File: config.mk
export PLATFORM = sky130hd
export DESIGN_NAME = cv32e40x_data_req_slice
export DESIGN_NICKNAME = d
export VERILOG_FILES = /design/src/rtl/cv32e40x_data_req_slice.sv
export SDC_FILE = /design/constraint.sdc
export NUM_CORES = 1
export LEC_CHECK = 0
export ABC_AREA = 1
export BUFFER_PORTS_ARGS = -buffer_cell sky130_fd_sc_hd__buf_2
export CAP_MARGIN = 20
export CELL_PAD_IN_SITES_DETAIL_PLACEMENT = 0
export CELL_PAD_IN_SITES_GLOBAL_PLACEMENT = 2
export CORE_MARGIN = 3
export CORE_UTILIZATION = 34
export DETAILED_ROUTE_END_ITERATION = 16
export PLACE_DENSITY = 0.82
export REMOVE_ABC_BUFFERS = 1
export SLEW_MARGIN = 20
export SYNTH_ARGS = -nofsm -noshare
export SYNTH_HDL_FRONTEND = slang
export SYNTH_SLANG_ARGS = --single-unit
File: constraint.sdc
create_clock -name clk -period 4.36 [get_ports clk]
set_clock_uncertainty 0.15 [all_clocks]
set_input_delay 0.654 -clock clk [delete_from_list [all_inputs] [get_ports clk]]
set_output_delay 0.654 -clock clk [all_outputs]
set_load 0.02 [all_outputs]
File: src/rtl/cv32e40x_data_req_slice.sv
// rtl/cv32e40x_data_req_slice.sv - two-entry LSU request slice with outstanding-response limiter
package cv32e40x_data_req_pkg;
  typedef struct packed {
    logic [31:0] addr;
    logic        we;
    logic [3:0]  be;
    logic [31:0] wdata;
  } data_req_t;
endpackage

module cv32e40x_data_req_slice
  import cv32e40x_data_req_pkg::*;
#(
  parameter int MAX_OUTSTANDING = 2,
  parameter int CNT_W           = $clog2(MAX_OUTSTANDING + 1)
) (
  input  logic             clk,
  input  logic             rst_n,
  input  data_req_t        i_req,
  input  logic             i_valid,
  output logic             o_ready,
  output data_req_t        o_req,
  output logic             o_valid,
  input  logic             i_ready,
  input  logic             i_resp_valid,
  output logic [CNT_W-1:0] o_outstanding,
  output logic             o_resp_err
);

  typedef enum logic [1:0] {EMPTY, ONE, TWO} state_t;

  localparam logic [CNT_W-1:0] MAX_CNT = CNT_W'(MAX_OUTSTANDING);

  state_t           state_q;
  data_req_t        main_q;
  data_req_t        skid_q;
  logic             ready_q;
  logic [CNT_W-1:0] cnt_q;
  logic             err_q;
  logic             blocked;
  logic             accept;
  logic             issue;

  // o_valid depends only on registered state so bus-side inputs never loop back into it
  assign blocked       = (cnt_q == MAX_CNT);
  assign o_valid       = (state_q != EMPTY) && !blocked;
  assign o_ready       = ready_q;
  assign o_req         = main_q;
  assign o_outstanding = cnt_q;
  assign o_resp_err    = err_q;
  assign accept        = i_valid && ready_q;
  assign issue         = o_valid && i_ready;

  always_ff @(posedge clk or negedge rst_n) begin
    if (!rst_n) begin
      state_q <= EMPTY;
      ready_q <= 1'b0;
      main_q  <= '0;
      skid_q  <= '0;
    end else begin
      case (state_q)
        EMPTY: begin
          ready_q <= 1'b1;
          if (accept) begin
            main_q  <= i_req;
            state_q <= ONE;
          end
        end
        ONE: begin
          ready_q <= 1'b1;
          if (accept && issue) begin
            main_q <= i_req;
          end else if (accept) begin
            skid_q  <= i_req;
            state_q <= TWO;
            ready_q <= 1'b0;
          end else if (issue) begin
            state_q <= EMPTY;
          end
        end
        TWO: begin
          ready_q <= 1'b0;
          if (issue) begin
            main_q  <= skid_q;
            state_q <= ONE;
            ready_q <= 1'b1;
          end
        end
        default: begin
          state_q <= EMPTY;
          ready_q <= 1'b1;
        end
      endcase
    end
  end

  // A response racing an issue cancels out; a response with nothing outstanding is an error
  always_ff @(posedge clk or negedge rst_n) begin
    if (!rst_n) begin
      cnt_q <= '0;
      err_q <= 1'b0;
    end else if (issue && !i_resp_valid) begin
      cnt_q <= cnt_q + CNT_W'(1);
    end else if (i_resp_valid && !issue) begin
      if (cnt_q != '0) begin
        cnt_q <= cnt_q - CNT_W'(1);
      end else begin
        err_q <= 1'b1;
      end
    end
  end

endmodule
==> out/qor.csv <==
stage;metric;value;unit
sta;setup violators final;0;
layout;most common cell after layout, fill and taps aside;nand2_1;
synthesis;syn_area_per_cell;8.19;um2
global_routing;vias in the first global route;5369;
die;Initial Util;0.348;
placed_design;HPWL Detailed;9690;um
global_routing;total grt overflow;0;
cts;Clock Tree Root;clkbuf_16;
cts;clock transition at the registers of the reported paths;0.06;ns
placed_design;placer congestion estimate;0.753;
placed_design;Port Buf Inserts;147;
layout;Layout Nets;996;
pwr;maximum vdd drop;0.351;mV
cts;Clk Latency, worst-skew pair;0.41;ns
layout;diodes inserted;0;
synthesis;post-synth top area cell;dfrtp_1;
synthesis;register area share after synthesis;0.550;
setup_path;Worst EP arrival;2.77;ns
die;die area;0.0210;mm2
sta;relative slew slack;0.373;
route;Vias/cell;4.74;
run;Max Cap Viol;0;
synthesis;synthesized cell area;0.00656;mm2
route;Pre-antenna DRT Iters;4;
setup_path;reg2reg path depth;8;
placed_design;placed insts;1157;
die;I/O pins;148;
sta;Hold Fails Final Rpt;0;
synthesis;top cell type's share of synthesized area;0.550;
synthesis;top cells by area, synth;dfrtp_1 (55%), nand2_1 (17%), o21ai_0 (11%), nand4_1 (6.9%), inv_1 (4.4%);
route;initial DRC count;296;
setup_path;delay-heaviest family, CP;simple AND/OR/NAND/NOR gates;
cts;CTS HTree Levels;4;
setup_path;Buf/Inv on CP;3;
cts;CTS Hold Bufs;0;
setup_path;Critical Path RT;4.49;ns
cts;CTS resizes;0;
layout;fraction of layout cells with a size suffix above 1;0.210;
setup_path;CP peak stage delay;0.65;ns
layout;post-route cell area;0.00810;mm2
setup_path;Worst setup EP type;flip-flop;
sta;Fin Setup TNS;0;ns
layout;fin util;0.430;
global_routing;initial antenna violation count;1;
cts;cts bufs inserted;17;
setup_path;critical path's slowest cell;nand3_4;
die;die width;145;um
sta;measured slew at the worst slew-check pin;0.941;ns
pwr;Lkg Pwr;4.25;nW
cts;CTS Sinks;144;
setup_path;Crit Path Max Fanout;88;
global_routing;gr usage total;0.167;
cts;CTS tree;built;
setup_path;reg-to-reg slack, setup;1.72;ns
run_status;run status;finished, final reports clean;
sta;fmax;0.379;GHz
setup_path;Worst R2R End;skid_q[39];
setup_path;critical path cell sequence;inv_1 > ha_1 > inv_2 > nand3_2 > nand3_4 > buf_4 > nand2_1 > o21ai_0;
die;Die H;145;um
placed_design;Post-DP Area;0.00748;mm2
synthesis;library cells used by synthesis;19;
route;# DRC;0;
sta;period utilization;0.605;
sta;Slew Viols, Final;0;
synthesis;Yosys reg bits;144;
synthesis;Cells after Synth;801;
sta;setup ws final;1.72;ns
die;Placeable Area;0.0188;mm2
sta;RSZ-0062 raised after global routing;false;
layout;Layout area overhead;23.5;%
layout;fin cells;1189;
setup_path;startpoint types;flip-flop;
layout;commonest non-fill, non-tap cells in the layout;nand2_1 (288), buf_2 (146), dfrtp_1 (144);
placed_design;pre-CTS setup slack;1.70;ns
pwr;Cell Pwr Density;793;mW/mm2
cts;Post CTS Setup Buffer Count;0;
global_routing;first-pass GRT wire length;27800;um
setup_path;WS Path Type;reg -> reg;
route;via count;5641;
cts;Max Root-Sink Buffers;2;
route;WL/cell;14.4;um
setup_path;reg-to-reg startpoint;state_q[0];
pwr;Tot Pwr;6.42;mW
die;row count;50;
sta;Final Critical Period;2.64;ns
sta;WHS;0.133;ns
worst_hold_path;worst hold path class;in -> async;
global_routing;largest net degree at the start of global routing;96;
route;final WL;17100;um
route;DRT antenna net count;0;
synthesis;number of synthesis warnings;0;
metal layers:
layer	part of all wire	global-route usage
met1	0.50	0.234
met2	0.45	0.259
met3	0.047	0.0404
met5	0.00047	0
met4	0.010	0.0457
area by class of cell:
type | count | area [um2]
flip-flops and latches | 144 | 3600
inverters | 79 | 297
fillers | 1971 | 10700
clock buffers | 21 | 470
repair buffers | 154 | 807
well taps | 260 | 325
clock inverters | 11 | 151
multi-input cells | 520 | 2450
synth_stat cells, drive strengths merged:
| cell type | instances |
|---|---|
| buf | 18 |
| o21ai | 138 |
| ha | 6 |
| nand2 | 289 |
| dfrtp | 144 |
| clkbuf | 40 |
| o21bai | 1 |
| nand4 | 72 |
| a31o | 1 |
| nand3 | 5 |
| inv | 79 |
| nor2 | 2 |
| xor2 | 2 |
| o211ai | 1 |
| a21oi | 3 |
cells by family after synthesis:
| kind of cell | Yosys count | share of synthesized area |
|---|---|---|
| and+or+nand+nor | 368 | 0.241 |
| AOI/OAI and AO/OA | 144 | 0.113 |
| DFF | 144 | 0.550 |
| buffers and inverters | 137 | 0.0826 |
| adders and majority gates | 6 | 0.0115 |
| xor gates and xnor gates | 2 | 0.00267 |
power by group:
group	internal, mW	switching [mW]	total [mW]	leakage, nW
Sequential	1.99	0.355	2.34	1.78
Combinational	0.786	1.75	2.54	2.16
Clock	0.954	0.592	1.55	0.305
Total	3.73	2.70	6.42	4.25
flip-flops by register name, summed over array words and instances (netlist names):
| signal | count |
|---|---|
| o_outstanding | 2 |
| o_ready | 1 |
| o_req | 69 |
| o_resp_err | 1 |
| skid_q | 69 |
| state_q | 2 |
how the worst max path moves through the flow:
stage	end	cells after the start	slack, ns	start
after floorplan	o_req[0]	6	-0.37	state_q[0]
after global routing	skid_q[39]	8	1.43	state_q[0]
after detailed placement	skid_q[60]	8	1.70	state_q[0]
after CTS	skid_q[39]	7	1.64	state_q[0]
final	skid_q[39]	8	1.72	state_q[0]
after global placement	o_req[38]	8	1.75	i_valid
No activity file was read; power rests on OpenSTA's default activity.
